`config.mk`:
```
export PLATFORM = sky130hd
export DESIGN_NAME = rca_seq_ctrl_flat
export DESIGN_NICKNAME = d
export VERILOG_FILES = /design/src/rtl/rca_seq_pkg.sv /design/src/rtl/rca_seq_ctrl_if.sv /design/src/rtl/rca_slice4.sv /design/src/rtl/rca_seq_ctrl.sv /design/src/flat_wrapper.sv
export SDC_FILE = /design/constraint.sdc
export NUM_CORES = 1
export LEC_CHECK = 0
export ABC_AREA = 0
export CAP_MARGIN = 25
export CORE_UTILIZATION = 56
export CTS_BUF_LIST = sky130_fd_sc_hd__clkbuf_8
export CTS_CLUSTER_DIAMETER = 150
export DETAILED_ROUTE_END_ITERATION = 8
export GPL_TIMING_DRIVEN = 0
export PLACE_DENSITY_LB_ADDON = 0.1
export SYNTH_ARGS = -nofsm -noshare
export SYNTH_HDL_FRONTEND = slang
export SYNTH_HIERARCHICAL = 1
export SYNTH_SLANG_ARGS = --single-unit
```
`constraint.sdc`:
```
create_clock -name clk -period 9.35 [get_ports clk]
set_input_delay 0.935 -clock clk [delete_from_list [all_inputs] [get_ports clk]]
set_output_delay 0.935 -clock clk [all_outputs]
set_load 0.1 [all_outputs]
```
`src/rtl/rca_seq_pkg.sv`:
```
// Shared definitions for the sequential ripple-carry adder controller.
// Used by rca_slice4 and rca_seq_ctrl; optional macro SUBTRACT_EN is handled in those files.
package rca_seq_pkg;

   localparam int unsigned SLICE_W = 4;

   localparam logic [1:0] ST_IDLE = 2'd0;
   localparam logic [1:0] ST_RUN  = 2'd1;
   localparam logic [1:0] ST_DONE = 2'd2;

   typedef enum logic [1:0] {
      StIdle = ST_IDLE,
      StRun  = ST_RUN,
      StDone = ST_DONE
   } state_e;

endpackage

```
`src/rtl/rca_seq_ctrl_if.sv`:
```
// Request/result handshake bundle for rca_seq_ctrl.
// The sub signal exists only when SUBTRACT_EN is defined.
interface rca_seq_ctrl_if #(
   parameter int unsigned WIDTH = 16
);

   logic             in_valid;
   logic             in_ready;
   logic [WIDTH-1:0] a;
   logic [WIDTH-1:0] b;
`ifdef SUBTRACT_EN
   logic             sub;
`endif
   logic             out_valid;
   logic             out_ready;
   logic [WIDTH-1:0] sum;
   logic             cout;
   logic             ovf;
   logic             busy;

   // Requester/consumer side.
   modport master (
`ifdef SUBTRACT_EN
      output sub,
`endif
      output in_valid, a, b, out_ready,
      input  in_ready, out_valid, sum, cout, ovf, busy
   );

   // Controller side.
   modport slave (
`ifdef SUBTRACT_EN
      input  sub,
`endif
      input  in_valid, a, b, out_ready,
      output in_ready, out_valid, sum, cout, ovf, busy
   );

endinterface

```
`src/rtl/rca_slice4.sv`:
```
// Combinational 4-bit ripple-carry slice built from a chain of full adders.
module rca_slice4
   import rca_seq_pkg::*;
(
   input  logic [SLICE_W-1:0] a4,
   input  logic [SLICE_W-1:0] b4,
   input  logic               cin,
   output logic [SLICE_W-1:0] s4,
   output logic               co
);

   logic [SLICE_W:0] c;

   assign c[0] = cin;

   for (genvar i = 0; i < SLICE_W; i++) begin : g_fa
      assign s4[i]  = a4[i] ^ b4[i] ^ c[i];
      assign c[i+1] = (a4[i] & b4[i]) | (c[i] & (a4[i] ^ b4[i]));
   end

   assign co = c[SLICE_W];

endmodule

```
`src/rtl/rca_seq_ctrl.sv`:
```
// Sequences one 4-bit ripple-carry slice over WIDTH-bit operands, one nibble per clock, LSB first.
// Define SUBTRACT_EN to add the sub request (a - b via inverted b and carry-in of 1).
module rca_seq_ctrl
   import rca_seq_pkg::*;
#(
   parameter int unsigned WIDTH = 16
) (
   input logic           clk,
   input logic           reset,
   rca_seq_ctrl_if.slave bus
);

   localparam int unsigned NSLICE = WIDTH / SLICE_W;
   localparam int unsigned IDX_W  = (NSLICE > 1) ? $clog2(NSLICE) : 1;
   localparam logic [IDX_W-1:0] IDX_LAST = IDX_W'(NSLICE - 1);

   state_e           state_q, state_d;
   logic [IDX_W-1:0] idx_q, idx_d;
   logic [WIDTH-1:0] a_q, a_d;
   logic [WIDTH-1:0] b_q, b_d;
   logic             carry_q, carry_d;
   logic [WIDTH-1:0] sum_q, sum_d;
   logic             cout_q, cout_d;
   logic             ovf_q, ovf_d;

   logic [SLICE_W-1:0] sl_a, sl_b, sl_s;
   logic               sl_co;

   assign sl_a = a_q[SLICE_W*idx_q +: SLICE_W];
   assign sl_b = b_q[SLICE_W*idx_q +: SLICE_W];

   rca_slice4 u_slice (
      .a4  (sl_a),
      .b4  (sl_b),
      .cin (carry_q),
      .s4  (sl_s),
      .co  (sl_co)
   );

   always_comb begin
      state_d = state_q;
      idx_d   = idx_q;
      a_d     = a_q;
      b_d     = b_q;
      carry_d = carry_q;
      sum_d   = sum_q;
      cout_d  = cout_q;
      ovf_d   = ovf_q;

      unique case (state_q)
         StIdle: begin
            // in_ready is high throughout IDLE, so in_valid alone is the accept.
            if (bus.in_valid) begin
               a_d     = bus.a;
`ifdef SUBTRACT_EN
               b_d     = bus.sub ? ~bus.b : bus.b;
               carry_d = bus.sub;
`else
               b_d     = bus.b;
               carry_d = 1'b0;
`endif
               idx_d   = '0;
               sum_d   = '0;
               state_d = StRun;
            end
         end
         StRun: begin
            sum_d[SLICE_W*idx_q +: SLICE_W] = sl_s;
            carry_d = sl_co;
            if (idx_q == IDX_LAST) begin
               idx_d   = '0;
               cout_d  = sl_co;
               // b_q already holds the effective (possibly inverted) operand.
               ovf_d   = (a_q[WIDTH-1] == b_q[WIDTH-1]) & (sl_s[SLICE_W-1] != a_q[WIDTH-1]);
               state_d = StDone;
            end else begin
               idx_d = idx_q + 1'b1;
            end
         end
         StDone: begin
            if (bus.out_ready) begin
               state_d = StIdle;
            end
         end
         default: begin
            state_d = StIdle;
         end
      endcase
   end

   always_ff @(posedge clk) begin
      if (reset) begin
         state_q <= StIdle;
         idx_q   <= '0;
         a_q     <= '0;
         b_q     <= '0;
         carry_q <= 1'b0;
         sum_q   <= '0;
         cout_q  <= 1'b0;
         ovf_q   <= 1'b0;
      end else begin
         state_q <= state_d;
         idx_q   <= idx_d;
         a_q     <= a_d;
         b_q     <= b_d;
         carry_q <= carry_d;
         sum_q   <= sum_d;
         cout_q  <= cout_d;
         ovf_q   <= ovf_d;
      end
   end

   assign bus.in_ready  = (state_q == StIdle);
   assign bus.out_valid = (state_q == StDone);
   assign bus.busy      = (state_q != StIdle);
   assign bus.sum       = sum_q;
   assign bus.cout      = cout_q;
   assign bus.ovf       = ovf_q;

endmodule

```
`src/flat_wrapper.sv`:
```
// flat-port wrapper written by rule: the top's interface ports become plain ports
module rca_seq_ctrl_flat import rca_seq_pkg::*;
#(
   parameter int unsigned WIDTH = 16
)
  (clk, reset, bus_in_valid, bus_a, bus_b, bus_out_ready, bus_in_ready, bus_out_valid, bus_sum, bus_cout, bus_ovf, bus_busy);
  rca_seq_ctrl_if #(.WIDTH(WIDTH)) bus_i ();
  input logic clk;
  input logic reset;
  input wire logic [$bits(bus_i.in_valid)-1:0] bus_in_valid;
  input wire logic [$bits(bus_i.a)-1:0] bus_a;
  input wire logic [$bits(bus_i.b)-1:0] bus_b;
  input wire logic [$bits(bus_i.out_ready)-1:0] bus_out_ready;
  output wire logic [$bits(bus_i.in_ready)-1:0] bus_in_ready;
  output wire logic [$bits(bus_i.out_valid)-1:0] bus_out_valid;
  output wire logic [$bits(bus_i.sum)-1:0] bus_sum;
  output wire logic [$bits(bus_i.cout)-1:0] bus_cout;
  output wire logic [$bits(bus_i.ovf)-1:0] bus_ovf;
  output wire logic [$bits(bus_i.busy)-1:0] bus_busy;
  assign bus_i.in_valid = bus_in_valid;
  assign bus_i.a = bus_a;
  assign bus_i.b = bus_b;
  assign bus_i.out_ready = bus_out_ready;
  assign bus_in_ready = bus_i.in_ready;
  assign bus_out_valid = bus_i.out_valid;
  assign bus_sum = bus_i.sum;
  assign bus_cout = bus_i.cout;
  assign bus_ovf = bus_i.ovf;
  assign bus_busy = bus_i.busy;
  rca_seq_ctrl #(.WIDTH(WIDTH)) u_core (.clk(clk), .reset(reset), .bus(bus_i));
endmodule
```
==> results by group, run 1 <==
Power
  • Cell area power density: between 100 and 150 nW/µm²
  • Clock power frac: 29.6%
  • Pint: 349.1 µW
  • Sw Ratio: 26.54%
  • Overall Power: 475.3 µW
  • Comb pwr share: around 18%
  • P_leak: 1.219 nW
  • Flop pwr share: 52.5%
  • Max VDD drop: 0.1054 mV
  • NetSw: about 130 µW

Yosys
  • Synth area leader: dfxtp_1
  • Yosys Warn Count: 6
  • Top-area cell type share of the netlist area: ~43%
  • Top cells by area, synth: dfxtp_1 (43%), nand2_1 (8.1%), mux4_2 (7.1%)
  • Mapped Area: 2539 µm²
  • Post-Synthesis Cells: 263
  • #FFs+latches synth: 55
  • Mean post-synth cell area: 9.653 µm²
  • Synth cell types: 34
  • Sequential-to-total area share from yosys stat: 43.37%
  • Syn_nets: 309

Final layout
  • Nets: around 370
  • Area growth syn-to-layout: 28.59%
  • Layout cells sized above 1: 16.51%
  • Final instance area: roughly 3300 µm²
  • Final Util: 74.97%
  • Fillers: approximately 340
  • Diodes inserted: 0

STA
  • Final Max Tran Viols: 0
  • Final setup violation count: 0
  • RSZ-0062 raised after global routing: false
  • Endpoints failing hold: 0
  • Final WS setup: slightly below 6 ns
  • Relative slew slack: between 30% and 40%
  • Peak Freq: 290.9 MHz
  • Final min period: ~3.4 ns
  • Clk_skew: about 0.0017 ns
  • Final period utilization: 36.77%
  • Setup TNS: 0 ns
  • Measured slew at the worst slew-check pin: between 0.9 and 1 ns

CTS
  • CTS H-tree lvls: 2
  • Max clock buf depth: 2
  • Total setup buffers inserted after CTS: 0
  • Total CTS buffers: 5
  • CTS resizes: 0
  • TritonCTS Sinks: 55
  • Clk_lat worst skew: ~0.31 ns
  • Clock Root Buffer: clkbuf_8
  • CTS tree: done
  • Reg clk slew, reported paths: 0.09 ns
  • CTS Hold Bufs: 0

Worst hold path
  • Min-Delay Path Depth: 2
  • Hold wc startpoint: u_core/a_q[9]
  • Hold Path End: u_core/a_q[9]
  • Hold Crit Class: reg2reg

Job
  • Number of max-cap violations: 0

Setup path
  • Crit-path max cell delay: 0.58 ns
  • Reg2Reg Depth: 12
  • Crit Path Class: reg2reg
  • Worst reg2reg setup slack: around 5.9 ns
  • Reg-to-reg critical path endpoint: u_core/bus.sum[7]
  • Worst EP arrival: 3.69 ns
  • Data required time of the worst path: 9.61 ns
  • Reg-to-Reg Start: u_core/idx_q[0]
  • CP endpoint kind: flip-flop
  • Startpoint Class: flip-flop
  • CP Max Fanout: 10
  • Slowest stage cell, crit path: mux4_2
  • Crit-path cells: buf_2 > mux4_2 > fa_1 > inv_1 > fa_1 > inv_1 > fa_1 > inv_1 > fa_1 > inv_1 > nor2b_1 > a22o_1

Outcome
  • Status: completed

Drt
  • Post-route antenna net violation count: 0
  • Via/cell ratio: approximately 5.5
  • Drt first-iter violations: 67
  • 1st-pass router iterations: 4
  • Total Wirelength: 5.406 mm
  • DRC viols: 0
  • Avg WL per Cell: 14.26 µm
  • Via count: just over 2000

Place
  • GP Congestion: between 0.7 and 0.8
  • Dpl cell area: roughly 3200 µm²
  • Post-DP HPWL: 3.934 mm
  • Number of I/O port buffers: 56
  • Placement Setup Slack: a little under 6 ns

Floorplan
  • Die Area: 4807 µm²
  • Standard-cell row count: 24
  • Core area: approximately 4400 µm²
  • Initial Utilization: around three fifths
  • # IOs: between 50 and 60
  • Die H: 69.33 µm
  • Chip width: 69.33 µm

GRT
  • Met1 usage: 28.98%
  • GR peak layer: met2
  • Vias in the first global route: slightly above 2000
  • Initial antenna violation count: 0
  • GRT overflow: 0
  • GRT Total Usage: 24.64%
  • Largest net degree at the start of global routing: 16
  • First-pass GRT wire length: between 9 and 10 mm
  • Met3 Usage GRT: under 10%
  • Met2 Usage GRT: 43.69%
-- area by class of cell --
cell class / instances / area (µm²) / area share (%)
clock buffers: 7 / 96.34 / 2.951
flip-flops and latches: 55 / 1101 / 33.73
well taps: 52 / 65.06 / 1.993
inverters: 15 / 56.30 / 1.725
repair buffers: 56 / 560.5 / 17.17
plain buffers: 16 / 110.1 / 3.373
multi-input cells: 177 / 1271 / 38.94
clock inverters: 1 / 3.754 / 0.1150
-- sequential cells by signal (all words and copies together), names as in the netlist --
register	count
u_core/a_q	16
u_core/b_q	16
u_core/bus.sum	16
u_core/idx_q	2
u_core/state_q	2
u_core/bus.cout	1
u_core/bus.ovf	1
u_core/carry_q	1
-- through the flow --
step	hold WS [ns]	std cells
6_report	0.4563	379
2_1_floorplan	0.4331	263
4_1_cts	0.4602	379
3_5_place_dp	0.4472	371
3_3_place_gp	0.4401	371
5_1_grt	0.4800	379
-- worst max-delay path by stage --
stage | to | from | cells past startpoint | slack, ns
floorplan | u_core/bus.sum[7] | u_core/idx_q[0] | 12 | 6.23
global placement | u_core/bus.sum[3] | u_core/idx_q[0] | 12 | 5.98
detailed placement | u_core/bus.sum[7] | u_core/idx_q[0] | 12 | 5.95
CTS | u_core/bus.sum[7] | u_core/idx_q[0] | 12 | 5.90
global route | u_core/bus.sum[3] | u_core/idx_q[0] | 12 | 5.69
finish | u_core/bus.sum[7] | u_core/idx_q[0] | 12 | 5.91
-- worst max-delay path: cells and delay by family, from the launching register on --
kind                     cells  cell delay, ns
AND/OR/NAND/NOR              1            0.19
buffers and inverters        5            0.69
adder cells (fa/ha/maj)      4            1.33
multiplexers                 1            0.58
flip-flops                   1            0.44
AO/OA/AOI/OAI                1            0.15
-- logic make-up after synthesis --
| group | share of synthesized area [%] |
|---|---|
| buffers and inverters | 6.555 |
| DFF | 43.37 |
| AOI/OAI and AO/OA | 17.00 |
| muxes | 9.167 |
| and+or+nand+nor | 17.79 |
| adders and majority gates | 6.111 |
-- per-layer routing --
layer	part of all wire [%]	vias to the layer above
li1	-	1016
met1	43	994
met2	53	48
met3	3.1	9
met4	1.6	0
met5	0	-
-- power groups by stage --
stage / combinational (mW) / clock (mW) / sequential, mW
3_3_place_gp: 0.0829 / 0 / 0.255
2_1_floorplan: 0.0509 / 0 / 0.258
4_1_cts: 0.0852 / 0.142 / 0.250
6_report: 0.0850 / 0.141 / 0.250
3_5_place_dp: 0.0846 / 0 / 0.255
5_1_grt: 0.0927 / 0.151 / 0.251
-- cell usage after synthesis --
| library cell | number |
|---|---|
| clkbuf_1 | 3 |
| or2_2 | 1 |
| mux4_2 | 8 |
| nand2_2 | 10 |
| a21oi_1 | 28 |
| and2b_1 | 1 |
| a22oi_1 | 2 |
| nand4b_1 | 1 |
| nand3b_1 | 2 |
| a21oi_2 | 12 |
| nor2b_1 | 7 |
| buf_2 | 7 |
| inv_1 | 15 |
| ha_1 | 6 |
| buf_4 | 1 |
| nand4_1 | 1 |
| and4_1 | 1 |
| nor2_1 | 5 |
| nand2_1 | 55 |
| dfxtp_1 | 55 |
| mux2_4 | 2 |
| nand2b_1 | 5 |
| fa_1 | 4 |
| o21bai_1 | 1 |
| buf_6 | 5 |
| mux2_1 | 2 |
| o2bb2ai_1 | 8 |
| a211oi_1 | 2 |
| a22o_1 | 8 |
| nor3b_2 | 1 |
| a32oi_1 | 1 |
| and4b_1 | 1 |
| or3b_1 | 1 |
| nand3_1 | 1 |
-- cells in the final DEF, fill, tap and decap left out, types with 8 or more instances in the layout --
cell type	netlist	routed
inv_1	15	16
mux4_2	8	8
nand2_1	55	55
clkdlybuf4s50_1	0	56
a22o_1	8	8
a21oi_1	28	28
dfxtp_1	55	55
nand2_2	10	10
a21oi_2	12	12
o2bb2ai_1	8	8
(Power assumes the default switching activity.)
==> inputs of run 2 (changes only) <==
--- a/config.mk
+++ b/config.mk
@@ -7,7 +7,7 @@
 export LEC_CHECK = 0
 export ABC_AREA = 0
 export CAP_MARGIN = 25
-export CORE_UTILIZATION = 56
+export CORE_UTILIZATION = 47
 export CTS_BUF_LIST = sky130_fd_sc_hd__clkbuf_8
 export CTS_CLUSTER_DIAMETER = 150
 export DETAILED_ROUTE_END_ITERATION = 8
==> constraint.sdc (replaced) <==
create_clock -name clk -period 2.9 [get_ports clk]
set_input_delay 0.29 -clock clk [delete_from_list [all_inputs] [get_ports clk]]
set_output_delay 0.29 -clock clk [all_outputs]
set_load 0.1 [all_outputs]
==> run 2 against run 1 <==
The flow now finishes with violations (setup timing). Via count decreased by 1.7%. Global-route usage decreased by 3.2 points. Combinational power rose to 3.3 times the previous value. Design area increased by 2.1%. Critical path type unchanged. Critical endpoint unchanged.
==> results by group, run 2 (synthesis gave the netlist of run 1 again) <==
STA
  • Setup TNS: -0.09262 ns (-0.09262 ns)
  • Endpoints failing hold: 0 (unchanged)
  • Measured slew at the worst slew-check pin: 0.9745 ns (+0.006771 ns)
  • Final period utilization: 101.1% (+64 points)
  • Peak Freq: 341.0 MHz (+17%)
  • Final min period: 2.932 ns (-0.5056 ns)
  • Final setup violation count: 3 (+3)
  • Final hold slack: 0.4603 ns (+0.004009 ns)
  • Final Max Tran Viols: 0 (unchanged)
  • Clk_skew: 0.007544 ns (+0.005833 ns)
  • Final WS setup: -0.03229 ns (-5.944 ns)
  • RSZ-0062 raised after global routing: true
  • Relative slew slack: 34.83% (-0.45 points)

Floorplan
  • Die H: 75.50 µm (+8.9%)
  • Die Area: 5700 µm² (+19%)
  • Core area: 5140 µm² (+18%)
  • Chip width: 75.50 µm (+8.9%)
  • Initial Utilization: 49.39% (-8.9 points)
  • # IOs: 57 (unchanged)
  • Standard-cell row count: 26 (+8.3%)

Power
  • NetSw: 437.1 µW (+250%)
  • Comb pwr share: 18.6% (+0.7 points)
  • Cell area power density: 459.2 nW/µm² (+220%)
  • Clock power frac: 28.8% (-0.8 points)
  • P_leak: 1.221 nW (+0.16%)
  • Max VDD drop: 0.3006 mV (+190%)
  • Flop pwr share: 52.7% (+0.2 points)
  • Sw Ratio: 28.57% (+2.0 points)
  • Pint: 1.093 mW (+210%)

Final layout
  • Area growth syn-to-layout: 31.25%
  • Diodes inserted: 0 (unchanged)
  • Fillers: 487 (+42%)
  • Layout cells sized above 1: 20.97% (+4.5 points)
  • Final Util: 64.82% (-10 points)
  • Final instance area: 3332 µm² (+2.1%)
  • Finished Layout Cells: 399 (+5.3%)
  • Most frequent cells in the layout: clkdlybuf4s50_1 (56), nand2_1 (55), dfxtp_1 (54), a21oi_1 (27), a21oi_2 (13)
  • Most common cell after layout, fill and taps aside: clkdlybuf4s50_1
  • Nets: 374 (+0.54%)

Place
  • Cell count after placement: 389 (+4.9%)
  • GP Congestion: 0.8063 (+1.4%)
  • Number of I/O port buffers: 56 (unchanged)
  • Post-DP HPWL: 4.045 mm (+2.8%)
  • Dpl cell area: 3207 µm² (+1.3%)

Setup path
  • Worst EP arrival: 3.20 ns (-0.49 ns)
  • Startpoint Class: flip-flop
  • Crit Path Class: reg2reg
  • Data required time of the worst path: 3.16 ns (-6.45 ns)
  • CP endpoint kind: flip-flop
  • CP Max Fanout: 5 (-5)

Outcome
  • Failing checks: setup timing
  • Status: finished, violations left

Drt
  • DRC viols: 0 (unchanged)
  • 1st-pass router iterations: 4 (unchanged)
  • Drt first-iter violations: 70 (+4.5%)
  • Via count: 2031 (-1.7%)
  • Post-route antenna net violation count: 0 (unchanged)
  • Via/cell ratio: 5.090 (-6.7%)
  • Avg WL per Cell: 13.88 µm (-2.7%)
  • Total Wirelength: 5.538 mm (+2.4%)

GRT
  • GRT Total Usage: 21.40% (-3.2 points)
  • Vias in the first global route: 1911 (-6.3%)
  • Largest net degree at the start of global routing: 19 (+3)
  • Initial antenna violation count: 0 (unchanged)
  • First-pass GRT wire length: 9.094 mm (-1.7%)
  • GRT overflow: 0 (unchanged)

Worst hold path
  • Hold Crit Class: reg2reg

CTS
  • TritonCTS Sinks: 55 (unchanged)
  • CTS H-tree lvls: 2 (unchanged)
  • Reg clk slew, reported paths: 0.11 ns (+0.02 ns)
  • CTS tree: done
  • Clk_lat worst skew: 0.31 ns (about the same)
  • Total CTS buffers: 5 (unchanged)
  • Clock Root Buffer: clkbuf_8
  • Max clock buf depth: 2 (unchanged)
  • CTS Hold Bufs: 0 (unchanged)

Job
  • Number of max-cap violations: 0 (unchanged)
[run 2: path summary, 6_finish.rpt]
check                                startpoint                end  slack, ns  cells after the start
worst min-delay path             u_core/a_q[10]     u_core/a_q[10]       0.46                      2
worst max-delay path            u_core/idx_q[0]  u_core/bus.sum[7]      -0.03                     11
worst max register to register  u_core/idx_q[0]  u_core/bus.sum[7]      -0.03                     11
worst min register to register   u_core/a_q[10]     u_core/a_q[10]       0.46                      2
[run 2: timing repair]
| item | in CTS | in global routing |
|---|---|---|
| pin swaps | 6 | 5 |
| gates cloned | 0 | 0 |
| setup endpoints to repair | 5 | 5 |
| buffers inserted | 3 | 0 |
| resized for setup | 11 | 2 |
[run 2: worst max-delay path, stage by stage (launching register included)]
cell and delay, ns:
dfxtp_4 0.41, mux4_2 0.55, fa_2 0.40, inv_2 0.06
fa_2 0.20, inv_2 0.04, fa_2 0.33, inv_2 0.06
fa_1 0.42, inv_2 0.13, nor2b_4 0.17, a22o_1 0.12
[run 2: final cells by class]
type / count / area [µm²] / share of cell area (%)
well taps: 70 / 87.58 / 2.629
plain buffers: 15 / 112.6 / 3.380
multi-input cells: 177 / 1295 / 38.87
inverters: 15 / 56.30 / 1.690
clock buffers: 5 / 68.82 / 2.065
clock inverters: 3 / 23.77 / 0.7135
repair buffers: 59 / 583.1 / 17.50
flip-flops and latches: 55 / 1105 / 33.16
[run 2: stage by stage]
step	power, mW	setup WS [ns]
detailed placement	1.100	-0.2860
finish	1.530	-0.03229
CTS	1.540	-0.09626
global placement	1.095	-0.1989
global route	1.600	-0.1174
floorplan	0.9999	0.01568
[run 2: layer usage]
| metal | part of all wire (%) | wire length (µm) | vias to the layer above | global-route usage, % |
|---|---|---|---|---|
| li1 | - | - | 1026 | - |
| met5 | 0 | 0 | - | 0 |
| met3 | 3.1 | 170 | 6 | 3.042 |
| met2 | 50 | 2790 | 53 | 37.20 |
| met1 | 45 | 2491 | 946 | 27.46 |
| met4 | 1.6 | 87 | 0 | 6.996 |
[run 2: power by group through the flow]
stage,logic (mW),registers [mW],clock network (mW)
2_1_floorplan,0.167,0.833,0
3_3_place_gp,0.273,0.822,0
3_5_place_dp,0.277,0.823,0
4_1_cts,0.289,0.804,0.447
5_1_grt,0.310,0.811,0.479
6_report,0.284,0.806,0.440
